**config.mk**
```make
export PLATFORM = sky130hd
export DESIGN_NAME = boss_attack_sequencer
export DESIGN_NICKNAME = d
export VERILOG_FILES = /design/src/rtl/boss_pkg.sv /design/src/rtl/boss_pattern_rom.sv /design/src/rtl/boss_attack_sequencer.sv
export SDC_FILE = /design/constraint.sdc
export NUM_CORES = 1
export LEC_CHECK = 0
export CORE_MARGIN = 2
export CORE_UTILIZATION = 52
export DETAILED_ROUTE_END_ITERATION = 16
export PLACE_DENSITY = 0.86
export RECOVER_POWER = 100
export SLEW_MARGIN = 20
export SYNTH_ARGS = -nofsm -noshare
export SYNTH_HDL_FRONTEND = slang
export SYNTH_SLANG_ARGS = --single-unit
```
**constraint.sdc**
```tcl
create_clock -name clk_master -period 4.4 [get_ports clk_master]
set_input_delay 0.44 -clock clk_master [delete_from_list [all_inputs] [get_ports clk_master]]
set_output_delay 0.44 -clock clk_master [all_outputs]
set_load 0.005 [all_outputs]
```
**src/rtl/boss_pkg.sv**
```systemverilog
// Shared types and geometry for the boss attack engine.
// Pattern entries carry up to MAX_PROJ projectile slots.
package boss_pkg;

  localparam int MAX_PROJ = 5;

  localparam logic [1:0] ATK_PROJ = 2'd0;
  localparam logic [1:0] ATK_BEAM = 2'd1;
  localparam logic [1:0] ATK_DIAG = 2'd2;

  localparam logic [9:0] BOSS_X = 10'd264;
  localparam logic [8:0] BOSS_Y = 9'd131;
  localparam logic [9:0] BOSS_W = 10'd400;
  localparam logic [8:0] BOSS_H = 9'd100;

  localparam logic [8:0] PROJ_Y = BOSS_Y + BOSS_H;
  localparam logic [9:0] PROJ_W = 10'd10;
  localparam logic [8:0] PROJ_H = 9'd15;
  localparam logic [9:0] BEAM_W = 10'd60;
  localparam logic [8:0] BEAM_H = 9'd280;
  localparam logic [9:0] DIAG_W = 10'd20;
  localparam logic [8:0] DIAG_H = 9'd20;

  // Rows are centred under the boss body.
  localparam logic [9:0] ROW_CX = BOSS_X + (BOSS_W >> 1);
  localparam logic [9:0] ROW_X0 = ROW_CX - (PROJ_W >> 1) - 10'd200;

  typedef struct packed {
    logic [MAX_PROJ-1:0]       valid_mask;
    logic [MAX_PROJ-1:0][9:0]  x;
    logic [MAX_PROJ-1:0][8:0]  y;
    logic [9:0]                w;
    logic [8:0]                h;
    logic [1:0]                atk_type;
    logic                      telegraph;
    logic                      ind_sel;
    logic                      no_fire;
    logic                      phase2_only;
  } pattern_t;

  function automatic logic [MAX_PROJ-1:0][8:0] row_y(input int n);
    row_y = '0;
    for (int k = 0; k < MAX_PROJ; k++)
      if (k < n) row_y[k] = PROJ_Y;
  endfunction

endpackage

```
**src/rtl/boss_pattern_rom.sv**
```systemverilog
// Combinational attack-pattern table.
// Entry 0 is warm-up; the loop runs over entries 1..7.
module boss_pattern_rom
  import boss_pkg::*;
#(
  parameter int IDX_W = 3
) (
  input  logic [IDX_W-1:0] idx,
  output pattern_t         entry
);

  always_comb begin
    entry = '0;
    case (int'(idx))
      0: entry.no_fire = 1'b1;
      1, 3: begin
        entry.valid_mask = MAX_PROJ'(5'h1F);
        for (int k = 0; k < 5; k++)
          entry.x[k] = ROW_X0 + 10'(100 * k);
        entry.y        = row_y(5);
        entry.w        = PROJ_W;
        entry.h        = PROJ_H;
        entry.atk_type = ATK_PROJ;
      end
      2, 4: begin
        entry.valid_mask = MAX_PROJ'(4'hF);
        for (int k = 0; k < 4; k++)
          entry.x[k] = ROW_X0 + 10'd50 + 10'(100 * k);
        entry.y        = row_y(4);
        entry.w        = PROJ_W;
        entry.h        = PROJ_H;
        entry.atk_type = ATK_PROJ;
      end
      5: begin
        entry.valid_mask = MAX_PROJ'(2'b11);
        entry.x[0]       = BOSS_X - (BEAM_W >> 1);
        entry.x[1]       = BOSS_X + BOSS_W - (BEAM_W >> 1);
        entry.y          = row_y(2);
        entry.w          = BEAM_W;
        entry.h          = BEAM_H;
        entry.atk_type   = ATK_BEAM;
        entry.telegraph  = 1'b1;
        entry.ind_sel    = 1'b0;
      end
      6: begin
        entry.valid_mask = MAX_PROJ'(3'b111);
        entry.x[0]       = 10'd144;
        entry.x[1]       = 10'd434;
        entry.x[2]       = 10'd723;
        entry.y          = row_y(3);
        entry.w          = BEAM_W;
        entry.h          = BEAM_H;
        entry.atk_type   = ATK_BEAM;
        entry.telegraph  = 1'b1;
        entry.ind_sel    = 1'b1;
      end
      7: begin
        entry.valid_mask = MAX_PROJ'(2'b11);
        entry.x[0]       = 10'd244;
        entry.x[1]       = 10'd684;
        entry.y          = row_y(2);
        entry.w          = DIAG_W;
        entry.h          = DIAG_H;
        entry.atk_type   = ATK_DIAG;
      end
      default: ;
    endcase
  end

endmodule

```
**src/rtl/boss_attack_sequencer.sv**
```systemverilog
// Boss attack sequencer: steps the pattern table on each tick,
// telegraphs delayed attacks, tracks HP, enrage and death.
module boss_attack_sequencer
  import boss_pkg::*;
#(
  parameter int NUM_PROJ     = 5,
  parameter int NUM_PATTERNS = 8,
  parameter int LOOP_START   = 1,
  parameter int BOSS_HP      = 510,
  parameter int HIT_DMG      = 1,
  parameter int PHASE2_HP    = 255,
  parameter int DELAY_W      = 32
) (
  input  logic                  clk_master,
  input  logic                  rst,
  input  logic                  pulse_cycle_step,
  input  logic                  boss_hit,
  input  logic [DELAY_W-1:0]    telegraph_delay,
  output logic [NUM_PROJ*10-1:0] proj_x,
  output logic [NUM_PROJ*9-1:0] proj_y,
  output logic [NUM_PROJ-1:0]   proj_valid,
  output logic [9:0]            proj_w,
  output logic [8:0]            proj_h,
  output logic [1:0]            attack_type,
  output logic                  boss_shoot,
  output logic [1:0]            indicate,
  output logic [9:0]            boss_hp,
  output logic                  phase,
  output logic                  boss_dead
);

  localparam int IDX_W = (NUM_PATTERNS > 1) ? $clog2(NUM_PATTERNS) : 1;

  typedef enum logic [1:0] {IDLE, TELEGRAPH, DEAD} state_t;

  state_t                    state_q, state_d;
  logic [IDX_W-1:0]          idx_q, idx_d, idx_nxt;
  logic [DELAY_W-1:0]        timer_q, timer_d;
  logic [DELAY_W-1:0]        dly_raw, dly_eff;
  logic [9:0]                hp_q, hp_d;
  logic                      phase_q, phase_d;
  logic                      dead_q, dead_d;
  logic                      shoot_q, shoot_d;
  logic [NUM_PROJ-1:0]       valid_q, valid_d;
  logic [NUM_PROJ-1:0][9:0]  x_q, x_d;
  logic [NUM_PROJ-1:0][8:0]  y_q, y_d;
  logic [9:0]                w_q, w_d;
  logic [8:0]                h_q, h_d;
  logic [1:0]                type_q, type_d;
  logic [1:0]                ind_q, ind_d;
  pattern_t                  ent;

  boss_pattern_rom #(.IDX_W(IDX_W)) u_rom (
    .idx   (idx_q),
    .entry (ent)
  );

  always_comb begin
    state_d = state_q;
    idx_d   = idx_q;
    timer_d = timer_q;
    hp_d    = hp_q;
    dead_d  = dead_q;
    shoot_d = 1'b0;
    valid_d = valid_q;
    x_d     = x_q;
    y_d     = y_q;
    w_d     = w_q;
    h_d     = h_q;
    type_d  = type_q;
    ind_d   = ind_q;

    dly_raw = phase_q ? (telegraph_delay >> 1) : telegraph_delay;
    dly_eff = (dly_raw == '0) ? DELAY_W'(1) : dly_raw;
    idx_nxt = (idx_q == IDX_W'(NUM_PATTERNS - 1)) ?
              IDX_W'(LOOP_START) : idx_q + IDX_W'(1);

    if (boss_hit && hp_q != '0 && state_q != DEAD)
      hp_d = (hp_q <= 10'(HIT_DMG)) ? '0 : hp_q - 10'(HIT_DMG);
    phase_d = phase_q | (hp_q <= 10'(PHASE2_HP));

    // Death outranks any pending expiry or tick on the same edge.
    if (state_q != DEAD && hp_q == '0) begin
      state_d = DEAD;
      dead_d  = 1'b1;
      valid_d = '0;
      ind_d   = '0;
    end else begin
      unique case (state_q)
        IDLE: begin
          if (pulse_cycle_step) begin
            idx_d = idx_nxt;
            if (!(ent.phase2_only && !phase_q)) begin
              for (int k = 0; k < NUM_PROJ; k++) begin
                if (k < MAX_PROJ) begin
                  valid_d[k] = ent.valid_mask[k];
                  x_d[k]     = ent.x[k];
                  y_d[k]     = ent.y[k];
                end else begin
                  valid_d[k] = 1'b0;
                  x_d[k]     = '0;
                  y_d[k]     = '0;
                end
              end
              w_d    = ent.w;
              h_d    = ent.h;
              type_d = ent.atk_type;
              if (ent.no_fire) begin
                shoot_d = 1'b0;
              end else if (!ent.telegraph) begin
                shoot_d = 1'b1;
              end else begin
                ind_d              = '0;
                ind_d[ent.ind_sel] = 1'b1;
                timer_d            = dly_eff;
                state_d            = TELEGRAPH;
              end
            end
          end
        end
        TELEGRAPH: begin
          if (timer_q == DELAY_W'(1)) begin
            shoot_d = 1'b1;
            ind_d   = '0;
            state_d = IDLE;
          end else begin
            timer_d = timer_q - DELAY_W'(1);
          end
        end
        DEAD: ;
        default: state_d = IDLE;
      endcase
    end
  end

  always_ff @(posedge clk_master) begin
    if (rst) begin
      state_q <= IDLE;
      idx_q   <= '0;
      timer_q <= '0;
      hp_q    <= 10'(BOSS_HP);
      phase_q <= 1'b0;
      dead_q  <= 1'b0;
      shoot_q <= 1'b0;
      valid_q <= '0;
      x_q     <= '0;
      y_q     <= '0;
      w_q     <= '0;
      h_q     <= '0;
      type_q  <= '0;
      ind_q   <= '0;
    end else begin
      state_q <= state_d;
      idx_q   <= idx_d;
      timer_q <= timer_d;
      hp_q    <= hp_d;
      phase_q <= phase_d;
      dead_q  <= dead_d;
      shoot_q <= shoot_d;
      valid_q <= valid_d;
      x_q     <= x_d;
      y_q     <= y_d;
      w_q     <= w_d;
      h_q     <= h_d;
      type_q  <= type_d;
      ind_q   <= ind_d;
    end
  end

  assign proj_x      = x_q;
  assign proj_y      = y_q;
  assign proj_valid  = valid_q;
  assign proj_w      = w_q;
  assign proj_h      = h_q;
  assign attack_type = type_q;
  assign boss_shoot  = shoot_q;
  assign indicate    = ind_q;
  assign boss_hp     = hp_q;
  assign phase       = phase_q;
  assign boss_dead   = dead_q;

endmodule

```
Yosys cells after proc, flatten, opt, wreduce, memory -nomap -nowiden
Cells that the tools add are included.
- bits in registers: 173
- bits of input ports: 36
- output and inout port bits: 136
- word-level logic and storage cells: 107
- $add $sub $neg: 3
- order comparisons: 4
- equal/unequal tests: 21
- multiplexer cells: 33
- bitwise logic cells: 3
- reductions and logical operators: 20
- operator list (kind ; count):
    case mux 86 bit (5 select lines) ; 1
    two-way mux 32 bit ; 6
    case mux 32 bit (2 select lines) ; 1
    == test 32 x 1 -> 1 bit (second input constant) ; 1
    zero test 32 bit ; 1
    subtractor 32 x 1 -> 32 bit (second input constant) ; 1
    case mux 10 bit (3 select lines) ; 1
    two-way mux 10 bit ; 2
    case mux 10 bit (2 select lines) ; 1
    case mux 5 bit (4 select lines) ; 1
    two-way mux 2 bit ; 8
    AND reduction 5 bit ; 3
    != test 2 bit (second input constant) ; 7
    == test 3 bit (second input constant) ; 4
    != test 3 bit (second input constant) ; 4
    less-or-equal comparator 10 x 1 -> 1 bit (second input constant) ; 1
    less-or-equal comparator 10 x 8 -> 1 bit (second input constant) ; 1
    zero test 10 bit ; 1
    nonzero test 10 bit ; 1
    subtractor 10 x 1 -> 10 bit (second input constant) ; 1
    case mux 2 bit (2 select lines) ; 2
    OR reduction 2 bit ; 4
    == test 3 x 2 -> 1 bit (second input constant) ; 2
    two-way mux 1 bit ; 6
    other kinds (19) ; 23

Longest topological paths before layout
- depth after elaboration: 10
- gate-level depth with buffers: 9
- depth with buffers taken out: 7

Hierarchy
Synthesis repeated with hierarchy kept, for this count alone.
- cell total of the unflattened synthesis: 1102
- area total of the unflattened synthesis: 8648.3 um^2
- modules (own cells, without submodules) (module ; times used ; cells an instance ; area an instance (um^2) ; seq. area each (um^2)):
    boss_attack_sequencer ; 1 ; 963 ; 7649.8 ; 3463.3
    boss_pattern_rom ; 1 ; 139 ; 998.5 ; 0.0

Worst setup path after synthesis
Ideal clock, no wire load.
- kind: register to register
- start point: reg timer_q[0]
- end point: reg timer_q[20]
- library setup time: 117 ps
- data arrival time: 2045 ps
- data required time: 4283 ps
- slack: 2237 ps
- stages on the path, launching flop included: 7
- path buffers: 0
- period minus slack after synthesis: 2163 ps
- cells stage by stage: dfxtp_1 -> inv_1 -> ha_1 -> nor3b_1 -> nand3_1 -> or4_1 -> a32o_1
- cells in the longest elaborated chain, start to end: 3
- elaborated cells between the ends (all ways): 6
- those cells by class: add/sub (1); eq/ne (2); mux (2); reduce/logical (1)
- RTL lines (item ; line ; text):
    start: declaration ; boss_attack_sequencer.sv:38 ; logic [DELAY_W-1:0] timer_q, timer_d;
    start signal: assignment ; boss_attack_sequencer.sv:155 ; timer_q <= timer_d;
    subtractor 32 x 1 -> 32 bit or == test 32 x 1 -> 1 bit (tied branches) ; boss_attack_sequencer.sv:127, boss_attack_sequencer.sv:122 ;
    two-way mux 32 bit or != test 2 bit (tied branches) ; n/a ;
    case mux 32 bit (2 select lines) or AND reduction 6 bit (tied branches) ; n/a ;
Parallel ways exist; a longest one is shown, timed or not. The select of a mux whose other input is x is not followed.
A chain may end at the register's enable or synchronous reset.

Final worst setup path
- start point: reg phase_q, in the netlist phase
- end point: out phase
- RTL lines (item ; line ; text):
    start: declaration ; boss_attack_sequencer.sv:41 ; logic phase_q, phase_d;
    start signal: assignment ; boss_attack_sequencer.sv:157 ; phase_q <= phase_d;
    end: declaration ; boss_attack_sequencer.sv:28 ; output logic phase,
No word-level cell between the ends.

==> results.json <==
{
  "status": "complete, but fails checks",
  "violations": "capacitance limit, slew limit",
  "r2r_cells": 5,
  "final_area_mm2": 0.006845,
  "grt_max_degree": 59,
  "grt-ovfl-total": 0,
  "maxCapViolCount": 2,
  "worstMarginPinSlew_ps": 2022,
  "vias": 5693,
  "hold-path-cell-count": 2,
  "hold_violations": 0,
  "synth.cell_area_mm2": 0.005796,
  "swShare_pct": 34.20,
  "synth_compound_area_share_pct": 21.80,
  "dieArea_mm2": 0.01201,
  "cts_setup_buffers": 0,
  "place.gp.congestion": 0.9853,
  "vias_per_cell": 6.277,
  "ir_drop_mv": 0.1852,
  "finalSetupViolCount": 0,
  "reg2reg_to": "timer_q[17]$_SDFFE_PP0P_",
  "numCtsBuffers": 9,
  "synth_xor_xnor_area_share_pct": 0,
  "relSlewSlack_pct": -34.99,
  "p_per_area_mw_per_mm2": 294.2,
  "required_ps": 3960,
  "tns_ps": 0,
  "antenna_cells": 0,
  "synthTopCellsByCount": "buf_4, dfxtp_1, nor2_1",
  "die_y_um": 109.6,
  "grt_pass1_wl_um": 26980,
  "p_int_mw": 1.325,
  "synth_top_area_share_pct": 29.36,
  "cts_root_buffer": "clkbuf_8",
  "syn_area_per_cell_um2": 8.256,
  "yosysMostFrequentCell": "buf_4",
  "p_switching_uw": 688.8,
  "ys_top_cells_by_area": "dfxtp_1, buf_4, mux2i_1",
  "ant_nets": 0,
  "crit_chain": "dlygate4sd3_1",
  "yosysSeqAreaShare_pct": 29.36,
  "cts_hold_buffers": 0,
  "crit_path_top_delay_cell": "dfxtp_1",
  "grt_util_all_layers_pct": 28.64,
  "io_buffer_count": 139,
  "p_seq_share_pct": 42.2,
  "clock.fmax_mhz": 303.9,
  "hpwl_um": 12710,
  "core_area_mm2": 0.01084,
  "r2r_start": "state_q[0]$_SDFFE_PP0P_",
  "ys_ff_latch": 85,
  "cp-start-kind": "flop",
  "regArea_mm2": 0.001702,
  "area_growth_pct": 18.11,
  "fin_util_pct": 63.15,
  "rsz0062_at_grt": "false",
  "path_buf_inv": 1,
  "drc": 0,
  "cts_sinks": 85,
  "p_clk_share_pct": 30.2,
  "min_period_over_period_pct": 74.78,
  "rrSetupSlack_ps": 1140,
  "wl_per_cell_um": 19.10,
  "placed_area_mm2": 0.006690,
  "synth_edf_count": 0,
  "fill_cells": 929,
  "async_reset_ff_share_pct": 0,
  "synth_largest_area_cell": "dfxtp_1",
  "path_class": "flop to output pin",
  "antenna_found_initial": 0,
  "drtIter0Drc": 532,
  "num_rows": 38,
  "leakage_nw": 2.654,
  "cts_tree": "done",
  "period_needed_ps": 3290,
  "cp.arrival_ps": 2850,
  "worstHoldStart": "proj_x[29]$_SDFFE_PP0P_",
  "hold_class": "flop to flop",
  "synth.distinct_cells": 71,
  "multiInputGateArea_mm2": 0.003258,
  "yosys.area_share.simple_pct": 24.61,
  "endpoint_kind": "output pin",
  "cpLargestDelayFamily": "flip-flops",
  "synthAdderAreaFrac_pct": 2.375,
  "die_w_um": 109.6,
  "h-tree-depth": 3,
  "synth_top_family_by_area": "simple AND/OR/NAND/NOR gates",
  "path_clk_slew_ps": 100,
  "initial_core_util_pct": 53.46,
  "slew_violations": 75,
  "first_global_vias": 5255,
  "cpPeakStageDelay_ps": 1690,
  "cts.path.max_buffers": 2,
  "yosys_warnings": 0,
  "ys.flop_type": "dfxtp_1",
  "nets": 809,
  "synthCells": 702,
  "insertion_delay_ps": 380,
  "drt_pass1_iterations": 5,
  "synth_mux_area_share_pct": 6.174,
  "wirelength_um": 17330,
  "fin_worst_skew_ps": 14.81,
  "worstPathMaxFanout": 47,
  "pwr-share-comb_pct": 27.6,
  "io_pins": 172,
  "whs_endpoint": "proj_x[29]$_SDFFE_PP0P_",
  "cts-resized-gates": 0,
  "layout-drive-gt1-share_pct": 6.519
}
==> per-stage QoR <==
step | std cells | power (mW) | worst slack (ps) | hold WS [ps]
after floorplan | 733 | 1.241 | 2237 | 452.7
after detailed placement | 891 | 1.441 | 1627 | 446.1
after global placement | 891 | 1.434 | 1713 | 443.8
final | 907 | 2.014 | 1110 | 454.9
after CTS | 907 | 2.042 | 1765 | 460.9
after global routing | 907 | 2.108 | 966.3 | 496.3
==> power by group through the flow <==
stage	combinational (mW)	sequential, mW	clock, mW
after floorplan	0.377	0.863	0
after global placement	0.566	0.869	0
after detailed placement	0.570	0.871	0
after CTS	0.573	0.853	0.616
after global routing	0.602	0.858	0.648
final	0.555	0.850	0.609
==> cells in the final DEF, fill, tap and decap left out, types with 7 or more instances in the layout <==
cell type / count
conb_1: 32
nand3_1: 27
a32o_1: 13
nor3_1: 24
o311ai_0: 11
a311oi_1: 10
buf_4: 7
clkbuf_8: 9
clkdlybuf4s50_1: 33
o31ai_1: 9
a21oi_1: 31
nor4_1: 14
dfxtp_1: 85
nand2_1: 43
or3_1: 13
nand4_1: 13
inv_1: 12
a31oi_1: 12
a211oi_1: 15
nor2_1: 70
dlygate4sd3_1: 105
o21ai_0: 15
mux2i_1: 29
or4_1: 11
ha_1: 11
o21a_1: 10
==> worst max path at each step <==
stage | cells past startpoint | endpoint | startpoint
floorplan | 6 | timer_q[20]$_SDFFE_PP0P_ | timer_q[0]$_SDFFE_PP0P_
global placement | 7 | proj_x[28]$_SDFFE_PP0P_ | pulse_cycle_step
detailed placement | 7 | proj_x[35]$_SDFFE_PP0P_ | pulse_cycle_step
CTS | 7 | timer_q[6]$_SDFFE_PP0P_ | boss_hp[0]$_SDFFE_PP0P_
global route | 6 | timer_q[14]$_SDFFE_PP0P_ | state_q[0]$_SDFFE_PP0P_
finish | 1 | phase | phase$_SDFF_PP0_
==> final cells by class <==
cell class / instances / area share, %
Clock buffer: 9 / 1.810
Clock inverter: 7 / 1.334
Inverter: 13 / 0.7128
Multi-Input combinational cell: 505 / 47.60
Sequential cell: 85 / 24.86
Tap cell: 140 / 2.559
Timing Repair Buffer: 148 / 21.13
==> sequential cells by signal, summed over array words and instances, names as in the netlist <==
| register | flops |
|---|---|
| attack_type | 2 |
| boss_dead | 1 |
| boss_hp | 10 |
| boss_shoot | 1 |
| idx_q | 3 |
| indicate | 2 |
| phase | 1 |
| proj_h | 1 |
| proj_valid | 4 |
| proj_w | 1 |
| proj_x | 23 |
| proj_y | 2 |
| state_q | 2 |
| timer_q | 32 |
==> routing by layer <==
layer	track usage [%]	wire length, um
met5	0	0
met4	10.04	448
met3	5.809	1573
met2	45.90	8148
met1	38.27	7157
==> cell families after synthesis <==
group	after synthesis
compound gates	168
fa+ha+maj	11
mux	35
other cells	1
buf+inv	143
flops	85
simple gates	259
==> worst min-delay path: stages (launching register included) <==
cell	delay, ps
dfxtp_1	320
nand2_1	50
a21oi_1	50
(Power assumes the default switching activity.)
